<file path="config.mk">
export PLATFORM = sky130hd
export DESIGN_NAME = uart_prog_loader_flat
export DESIGN_NICKNAME = d
export VERILOG_FILES = /design/src/rtl/uart_prog_loader_pkg.sv /design/src/rtl/uart_prog_loader_if.sv /design/src/rtl/uart_prog_loader_rx_byte.sv /design/src/rtl/uart_prog_loader.sv /design/src/flat_wrapper.sv
export SDC_FILE = /design/constraint.sdc
export NUM_CORES = 1
export LEC_CHECK = 0
export ABC_AREA = 1
export BUFFER_PORTS_ARGS = -buffer_cell sky130_fd_sc_hd__clkbuf_2
export CAP_MARGIN = 20
export CORE_MARGIN = 2
export CORE_UTILIZATION = 59
export CTS_BUF_LIST = sky130_fd_sc_hd__clkbuf_8
export CTS_CLUSTER_DIAMETER = 100
export CTS_CLUSTER_SIZE = 8
export DETAILED_ROUTE_END_ITERATION = 8
export GPL_ROUTABILITY_DRIVEN = 0
export GPL_TIMING_DRIVEN = 0
export PLACE_DENSITY = 0.86
export SYNTH_ARGS = -nofsm -noshare
export SYNTH_HDL_FRONTEND = slang
export SYNTH_HIERARCHICAL = 1
export SYNTH_SLANG_ARGS = --single-unit
</file>
<file path="constraint.sdc">
create_clock -name Clk -period 2.15 [get_ports Clk]
set_input_delay 0.215 -clock Clk [delete_from_list [all_inputs] [get_ports Clk]]
set_output_delay 0.215 -clock Clk [all_outputs]
set_load 0.005 [all_outputs]
</file>
<file path="src/rtl/uart_prog_loader_pkg.sv">
// Shared definitions for the serial program loader: receiver states and baud divisors.
package uart_prog_loader_pkg;
    typedef enum logic [1:0] {IDLE, START, DATA, STOP} rx_state_e;

    localparam int UBRR_DEFAULT = 10415;
    localparam int UBRR_SIM     = 15;
endpackage

</file>
<file path="src/rtl/uart_prog_loader_if.sv">
// Serial line, load control and CPU fetch/status signals of the program loader.
interface uart_prog_loader_if #(parameter int ADDR_W = 5);
    logic              RX;
    logic              Load;
    logic [ADDR_W-1:0] PC;
    logic [7:0]        data_out;
    logic              FE;
    logic              Busy;
    logic              Done;

    modport master (output RX, Load, PC, input data_out, FE, Busy, Done);
    modport slave  (input RX, Load, PC, output data_out, FE, Busy, Done);
endinterface

</file>
<file path="src/rtl/uart_prog_loader_rx_byte.sv">
// 8N1 byte receiver: RX synchroniser, mid-bit sampling baud counter and frame FSM.
module uart_rx_byte
    import uart_prog_loader_pkg::*;
#(
    parameter int UBRR = UBRR_DEFAULT
) (
    input  logic       Clk,
    input  logic       Rst,
    input  logic       RX,
    output logic [7:0] data,
    output logic       byte_valid,
    output logic       frame_err,
    output logic       busy
);
    localparam int CNT_W = $clog2(UBRR + 1);
    localparam logic [CNT_W-1:0] HALF = CNT_W'(UBRR / 2);
    localparam logic [CNT_W-1:0] FULL = CNT_W'(UBRR);

    rx_state_e        state;
    logic [CNT_W-1:0] cnt;
    logic [2:0]       bit_idx;
    logic             rx_s1, rx_s2, rx_prev;

    always_ff @(posedge Clk) begin
        if (Rst) begin
            state      <= IDLE;
            cnt        <= '0;
            bit_idx    <= '0;
            data       <= '0;
            byte_valid <= 1'b0;
            frame_err  <= 1'b0;
            rx_s1      <= 1'b1;
            rx_s2      <= 1'b1;
            rx_prev    <= 1'b1;
        end else begin
            rx_s1      <= RX;
            rx_s2      <= rx_s1;
            rx_prev    <= rx_s2;
            byte_valid <= 1'b0;
            frame_err  <= 1'b0;
            case (state)
                IDLE: if (rx_prev && !rx_s2) begin
                    state <= START;
                    cnt   <= '0;
                end
                // a start bit that is high again at its midpoint was a glitch
                START: if (cnt == HALF) begin
                    cnt     <= '0;
                    bit_idx <= '0;
                    state   <= rx_s2 ? IDLE : DATA;
                end else cnt <= cnt + 1'b1;
                DATA: if (cnt == FULL) begin
                    cnt  <= '0;
                    data <= {rx_s2, data[7:1]};
                    if (bit_idx == 3'd7) state <= STOP;
                    else bit_idx <= bit_idx + 3'd1;
                end else cnt <= cnt + 1'b1;
                STOP: if (cnt == FULL) begin
                    cnt        <= '0;
                    byte_valid <= rx_s2;
                    frame_err  <= !rx_s2;
                    state      <= IDLE;
                end else cnt <= cnt + 1'b1;
                default: state <= IDLE;
            endcase
        end
    end

    assign busy = (state != IDLE);
endmodule

</file>
<file path="src/rtl/uart_prog_loader.sv">
// Serial program loader: writes received bytes sequentially into a 2**ADDR_W x 8 program RAM
// while Load is high; the CPU reads mem[PC] combinationally.
module uart_prog_loader
    import uart_prog_loader_pkg::*;
#(
    parameter int UBRR   = UBRR_DEFAULT,
    parameter int ADDR_W = 5
) (
    input logic                Clk,
    input logic                Rst,
    uart_prog_loader_if.slave  bus
);
    localparam int DEPTH = 2 ** ADDR_W;

    logic [7:0]        rx_data;
    logic              byte_valid, frame_err;
    logic              load_q, fe, done;
    logic [ADDR_W-1:0] wr_addr;
    logic              load_rise, done_eff, we;
    logic [ADDR_W-1:0] addr_eff;
    logic [7:0]        mem [DEPTH] = '{default: 8'h00};

    uart_rx_byte #(.UBRR(UBRR)) u_rx (
        .Clk        (Clk),
        .Rst        (Rst),
        .RX         (bus.RX),
        .data       (rx_data),
        .byte_valid (byte_valid),
        .frame_err  (frame_err),
        .busy       (bus.Busy)
    );

    // A Load rise in the same cycle as a byte restarts the image, so that byte lands at 0.
    assign load_rise = bus.Load && !load_q;
    assign addr_eff  = load_rise ? '0 : wr_addr;
    assign done_eff  = load_rise ? 1'b0 : done;
    assign we        = !Rst && byte_valid && bus.Load && !done_eff;

    always_ff @(posedge Clk) begin
        if (Rst) begin
            load_q  <= 1'b0;
            wr_addr <= '0;
            fe      <= 1'b0;
            done    <= 1'b0;
        end else begin
            load_q  <= bus.Load;
            wr_addr <= addr_eff;
            done    <= done_eff;
            fe      <= (fe && !load_rise) || frame_err;
            if (we) begin
                wr_addr <= addr_eff + ADDR_W'(1);
                if (addr_eff == '1) done <= 1'b1;
            end
        end
    end

    // RAM contents survive Rst; only configuration initialises them.
    always_ff @(posedge Clk) begin
        if (we) mem[addr_eff] <= rx_data;
    end

    assign bus.data_out = mem[bus.PC];
    assign bus.FE       = fe;
    assign bus.Done     = done;
endmodule

</file>
<file path="src/flat_wrapper.sv">
// flat-port wrapper written by rule: the top's interface ports become plain ports
module uart_prog_loader_flat import uart_prog_loader_pkg::*;
#(
    parameter int UBRR   = UBRR_DEFAULT,
    parameter int ADDR_W = 5
)
  (Clk, Rst, bus_RX, bus_Load, bus_PC, bus_data_out, bus_FE, bus_Busy, bus_Done);
  uart_prog_loader_if #(.ADDR_W(ADDR_W)) bus_i ();
  input logic Clk;
  input logic Rst;
  input wire logic [$bits(bus_i.RX)-1:0] bus_RX;
  input wire logic [$bits(bus_i.Load)-1:0] bus_Load;
  input wire logic [$bits(bus_i.PC)-1:0] bus_PC;
  output wire logic [$bits(bus_i.data_out)-1:0] bus_data_out;
  output wire logic [$bits(bus_i.FE)-1:0] bus_FE;
  output wire logic [$bits(bus_i.Busy)-1:0] bus_Busy;
  output wire logic [$bits(bus_i.Done)-1:0] bus_Done;
  assign bus_i.RX = bus_RX;
  assign bus_i.Load = bus_Load;
  assign bus_i.PC = bus_PC;
  assign bus_data_out = bus_i.data_out;
  assign bus_FE = bus_i.FE;
  assign bus_Busy = bus_i.Busy;
  assign bus_Done = bus_i.Done;
  uart_prog_loader #(.UBRR(UBRR), .ADDR_W(ADDR_W)) u_core (.Clk(Clk), .Rst(Rst), .bus(bus_i));
endmodule
</file>
==> reports/qor.csv, run 1 <==
metric;value;unit
Die Y-Extent;151;um
Clk pwr share;35.9;%
Synth async-reset ratio;0;%
failing checks;negative setup slack;
P_int;8.17;mW
final worst-path cycle share;100;%
RSZ-0062 raised after global routing;true;
H-Tree Depth;2;
Vias/cell;5.92;
diode count;0;
Main synth FF type;edfxtp_1;
post-synth top area share;60.7;%
core area;21000;um^2
final hold violations;0;
Ys Warns;6;
DRC viols;0;
switch share;23.3;%
drt wl/cell;19.5;um
worst-path cell chain;inv_1 -> nand2_2 -> nand2_1 -> nand2_1 -> inv_2 -> nand2_2 -> nor2_2;
effective utilization at floorplan;60.3;%
most numerous cell in the Yosys netlist;nand2_1;
fin worst setup slack;-0.000307;ns
outcome;finished with violations;
Via Count;9441;
die footprint;22700;um^2
CTS Buffer Depth;3;
startpoint types;flop;
total power;10.7;mW
peak supply drop;0.713;mV
library cells used by synthesis;33;
final wirelength;31200;um
Horiz. Die Dim;151;um
top cells by count, synth;470 x nand2_1, 256 x edfxtp_1, 210 x nand3_1, 70 x nor2_1, 48 x inv_1;
Syn Nets;1250;
proportion of synthesized area in mux cells;0;%
Crit Path Category;reg2reg;
DRT Pass-1 Iters;6;
initial antenna violation count;0;
pwr dens;745;nW/um^2
Pleak;5.50;nW
initial DRC count;1516;
post-route cell area;14300;um^2
Clock transition at path regs;0.07;ns
Area after DPL;13300;um^2
Synth area leader;edfxtp_1;
setup violators final;1;
Synth Area in Adders;0.691;%
Post-DP HPWL;20000;um
post-synthesis register bit count;296;
Synth Area per Inst;10.3;um^2
number of core rows;53;
Layout area overhead;12.9;%
first-pass GRT wire length;46700;um
Worst path top cell family by delay;simple AND/OR/NAND/NOR gates;
CP Data Required Time;2.37;ns
CTS tree;yes;
placement-stage worst setup slack;-0.501;ns
measured slew at the worst slew-check pin;0.821;ns
post-layout minimum cycle time;2.15;ns
Gate power share;6.2;%
Mapped Cells;1234;
Worst-Skew Late Latency;0.57;ns
GRT Total Usage;27.5;%
class of the worst hold path;in2reg;
I/O Pins;20;
R2R setup slack;-0.0003;ns
synth top area cells;edfxtp_1 61%, nand2_1 14%, nand3_1 8.3%;
relative slew slack;45.2;%
Max Cap Viol;0;
fin util;68.0;%
Worst Path Buf+Inv;2;
CP max stage delay;0.48;ns
largest family of logic cells by synthesized area;simple AND/OR/NAND/NOR gates;
Worst path slowest cell;nor2_2;
Flop pwr share;57.9;%
sequential element share of the synthesized area;67.0;%
vias in the first global route;8949;
largest net degree at the start of global routing;35;
Fmax;465;MHz
worst-path maximum fanout;8;
CTS Buf Count;42;
final net count;1325;
Max Transition Viols Final;0;
xor/xnor share of the synthesized area;0.277;%
IO buf count;16;
Antenna Violating Nets Remaining;0;
simple-gate portion of the synthesized area;26.2;%
CP Capture Type;flop;
P_sw;2.48;mW
share of cells above drive strength 1;14.5;%
Synth Area in Compound Gates;1.34;%
Arrival @ worst endpoint;2.37;ns
CTS sink cnt;296;
remaining global-route overflow;0;
synthesized area;12700;um^2
clk_skew;0.0206;ns
Root Buffer;clkbuf_8;
number of synthesized flops with an enable pin;256;
[cell families after synthesis]
family / Yosys count
adders and majority gates: 7
and+or+nand+nor: 781
DFF: 296
AOI/OAI and AO/OA: 32
buffers and inverters: 114
xor gates and xnor gates: 4
[registers in the layout (all words and copies together) (netlist names), named ones only]
| name | flops |
|---|---|
| u_core/mem | 256 |
| u_core/u_rx/byte_valid | 1 |
| u_core/u_rx/rx_s1 | 1 |
| u_core/u_rx/rx_s2 | 1 |
| u_core/bus.FE | 1 |
| u_core/bus.Done | 1 |
| u_core/wr_addr | 5 |
| u_core/u_rx/cnt | 14 |
| u_core/load_q | 1 |
| u_core/u_rx/frame_err | 1 |
| u_core/u_rx/data | 8 |
| u_core/u_rx/rx_prev | 1 |
| u_core/u_rx/bit_idx | 3 |
| u_core/u_rx/state | 1 |
[area by class of cell]
class                      count  area (um^2)
clock buffer                  42          578
clock inverter                14         85.1
multi-input combinational    824         3860
inverter                      57          215
sequential                   296         8490
fill                        1348         6720
buffer                        57          357
tap                          275          344
timing repair buffer          31          373
[metrics by stage]
stage | instances | hold WS [ns] | setup TNS (ns)
global route | 1596 | 0.0806 | -2.36
finish | 1596 | 0.0633 | -0.000307
global placement | 1525 | 0.395 | -21.40
CTS | 1591 | 0.0251 | -2.01
floorplan | 1234 | 0.287 | 0
detailed placement | 1531 | 0.402 | -39.15
[what timing repair did]
item | CTS | global route
hold endpoints to repair | 4 | 0
setup buffers | 1 | 3
gates resized for setup | 32 | 39
cloned | 0 | 0
hold buffers | 3 | 0
pin swaps | 1 | 4
endpoints found under the setup margin | 232 | 259
[path summary, 6_finish.rpt]
| check | startpoint | to | cells after the start |
|---|---|---|---|
| worst min register to register | u_core/u_rx/rx_s1 | u_core/u_rx/rx_s2 | 1 |
| worst max register to register | u_core/load_q | u_core/mem[28][7] | 7 |
| worst min-delay path | Rst | u_core/wr_addr[3] | 4 |
| worst max-delay path | u_core/load_q | u_core/mem[28][7] | 7 |
[power groups by stage]
stage	sequential (mW)	combinational, mW	clock [mW]
6_report	6.17	0.659	3.82
5_1_grt	6.17	0.720	4.08
4_1_cts	6.17	0.635	3.86
3_5_place_dp	6.29	0.627	0
3_3_place_gp	6.29	0.610	0
2_1_floorplan	6.29	0.432	0
[per-layer routing]
metal / up-vias / track usage, % / share of wire [%]
met3: 116 / 5.24 / 12
met5: - / 0 / 0
li1: 4297 / - / -
met2: 668 / 43.6 / 47
met4: 0 / 12.0 / 4.2
met1: 4360 / 37.3 / 37
[worst min-delay path, cell delays in order]
cell	delay [ns]
clkbuf_2	0.16
inv_2	0.10
nand2_1	0.07
nor2_1	0.03
[cell usage in the layout, fill, tap and decap left out, types with 2 or more instances in the layout]
master           n
nand3_4          2
nor3_2           2
a21oi_2          2
buf_12           2
ha_1             6
nor2_2          10
a21oi_1         22
nand2_2         13
clkbuf_8        42
o21ai_1          2
edfxtp_1       256
nand3_1        210
or2_2            3
buf_4           28
buf_2           16
inv_2            5
nor2_1          37
dfxtp_1         40
inv_1           59
clkbuf_2        18
nor2_4          29
clkinv_1         3
buf_1            4
buf_16           7
o21ai_0          5
nand2_1        465
clkbuf_1         6
xor2_1           3
buf_6            3
dlygate4sd3_1    3
nand4_1          5
Note: power is estimated with default switching activity, not from simulation.
==> inputs of run 2 (changes only) <==
SKIP_LAST_GASP = 1   (was not set)
==> run 2 against run 1 <==
The flow still finishes with violations (negative setup slack). Critical path depth is 1 higher. Utilization hardly changed. Routed wire length is 0.23% lower. Setup slack worse by 0.071 ns. Critical path type unchanged. Hold slack worse by 0.0088 ns. Clock-buffer cell count stayed put.
==> reports/qor.csv, run 2 (same netlist as run 1, synthesis figures left out) <==
metric;value;unit
Crit Path Category;reg2reg;
H-Tree Depth;2;
Via Count;9355;
Arrival @ worst endpoint;2.42;ns
Fmax;450;MHz
clk_skew;0.0224;ns
core area;21000;um^2
relative slew slack;44.7;%
GRT Total Usage;27.4;%
CP Data Required Time;2.35;ns
CP max stage delay;0.40;ns
CTS Buffer Depth;3;
Max Used Layer;met4;
DR WL met2;14700;um
startpoint types;flop;
met3 wire length;3700;um
I/O Pins;20;
IO buf count;16;
largest net degree at the start of global routing;35;
final worst-path cycle share;103;%
share of cells above drive strength 1;14.5;%
initial DRC count;1469;
Root Buffer;clkbuf_8;
fin util;68.0;%
diode count;0;
most common cell after layout, fill and taps aside;nand2_1;
Worst-Skew Late Latency;0.57;ns
CTS tree;yes;
peak supply drop;0.709;mV
measured slew at the worst slew-check pin;0.828;ns
reg-to-reg endpoint;u_core/mem[19][7];
outcome;finished with violations;
fin worst setup slack;-0.0714;ns
CTS sink cnt;296;
setup_tns;-1.67;ns
pwr dens;744;nW/um^2
Worst Path Buf+Inv;3;
Layout area overhead;12.9;%
CTS Buf Count;42;
post-layout minimum cycle time;2.22;ns
CP Capture Type;flop;
Metal-1 WL;11400;um
Post-DP HPWL;20000;um
Clock transition at path regs;0.07;ns
reg-to-reg startpoint;u_core/load_q;
Hold Startpoint;Rst;
setup violators final;55;
Horiz. Die Dim;151;um
die footprint;22700;um^2
largest register by flop count;u_core/mem;
Die Y-Extent;151;um
initial antenna violation count;0;
R2R setup slack;-0.07;ns
worst-path cell chain;inv_1 -> nand2_2 -> inv_1 -> nor2_2 -> inv_1 -> nor2_1 -> nand2_2 -> nor2_2;
fin cells;1596;
FILL cells;1358;
Worst path top cell family by delay;simple AND/OR/NAND/NOR gates;
first-pass GRT wire length;46600;um
remaining global-route overflow;0;
worst-path maximum fanout;8;
biggest regs;u_core/mem: 256 flops, u_core/u_rx/cnt: 14 flops, u_core/u_rx/data: 8 flops;
Max Transition Viols Final;0;
WHS;0.0546;ns
class of the worst hold path;in2reg;
FF-to-FF path depth;8;
Worst path slowest cell;nor2_2;
vias in the first global route;8934;
DRT Pass-1 Iters;9;
max reg flops;256;
final hold violations;0;
RSZ-0062 raised after global routing;true;
final wirelength;31100;um
Vias/cell;5.86;
hold path cells;4;
Most common cell on crit path;inv_1;
most frequent cells in the layout;465 x nand2_1, 256 x edfxtp_1, 209 x nand3_1;
Max Cap Viol;0;
number of core rows;53;
Antenna Violating Nets Remaining;0;
effective utilization at floorplan;60.3;%
DRC viols;0;
failing checks;negative setup slack;
Pleak;5.50;nW
drt wl/cell;19.5;um
WHS Endpoint;u_core/wr_addr[3];
final net count;1325;
total placed cells including tap cells;1531;
==> run 2: cell types whose count changed in the layout (fill, tap and decap cells not counted) <==
cell	change
nand3_2	+1
ha_2	-1
nor2_4	-1
nand3_1	-1
ha_1	+1
nor2_2	+1
==> run 2: routing by layer <==
layer / GRT usage, % / vias up
met5: 0 / -
met4: 11.9 / 0
met3: 5.36 / 110
met2: 43.7 / 653
met1: 37.1 / 4293
li1: - / 4299
==> run 2: worst reg2reg max path, stage by stage, from the launching register on <==
cell and delay, ns:
dfxtp_1 0.31, inv_1 0.04, nand2_2 0.13, inv_1 0.12, nor2_2 0.25, inv_1 0.17
nor2_1 0.24, nand2_2 0.20, nor2_2 0.40
==> run 2: worst max-delay path by stage <==
stage / startpoint / to / cells after the start / slack (ns)
final: u_core/load_q / u_core/mem[19][7] / 8 / -0.07
after CTS: u_core/load_q / u_core/mem[21][7] / 7 / -0.1
after global placement: bus_Load / u_core/mem[7][5] / 7 / -0.41
after detailed placement: u_core/load_q / u_core/mem[7][7] / 7 / -0.50
after global routing: u_core/load_q / u_core/mem[19][7] / 8 / -0.16
after floorplan: u_core/load_q / u_core/mem[7][0] / 7 / 0.23
==> run 2: cell type report <==
cell class                 count  area (um^2)  share of cell area [%]
buffer                        57          357                    2.49
sequential                   296         8490                    59.4
tap                          275          344                    2.41
clock buffer                  42          578                    4.04
multi-input combinational    824         3860                    27.0
timing repair buffer          31          373                    2.61
inverter                      57          215                    1.51
clock inverter                14         85.1                   0.595
==> run 2: timing repair <==
action / CTS / global route
hold buffers: 3 / 0
cloned: 0 / 0
setup endpoints to repair: 232 / 259
pin swaps: 1 / 4
endpoints found under the hold margin: 4 / 0
gates resized for setup: 30 / 40
buffers inserted: 1 / 3
==> run 2: where the power goes <==
| group | switching [mW] | total (mW) | internal, mW | leakage, nW |
|---|---|---|---|---|
| clock | 2.01 | 3.81 | 1.80 | 0.381 |
| sequential | 0.0112 | 6.17 | 6.16 | 2.77 |
| combinational | 0.452 | 0.661 | 0.209 | 2.35 |
==> run 2: stage by stage <==
step	instance area [um^2]	setup WS, ns	power, mW
floorplan	12700	0.232	6.72
global placement	13100	-0.408	6.90
detailed placement	13300	-0.501	6.92
finish	14300	-0.0714	10.6
CTS	14100	-0.0968	10.7
global route	14300	-0.158	11.0
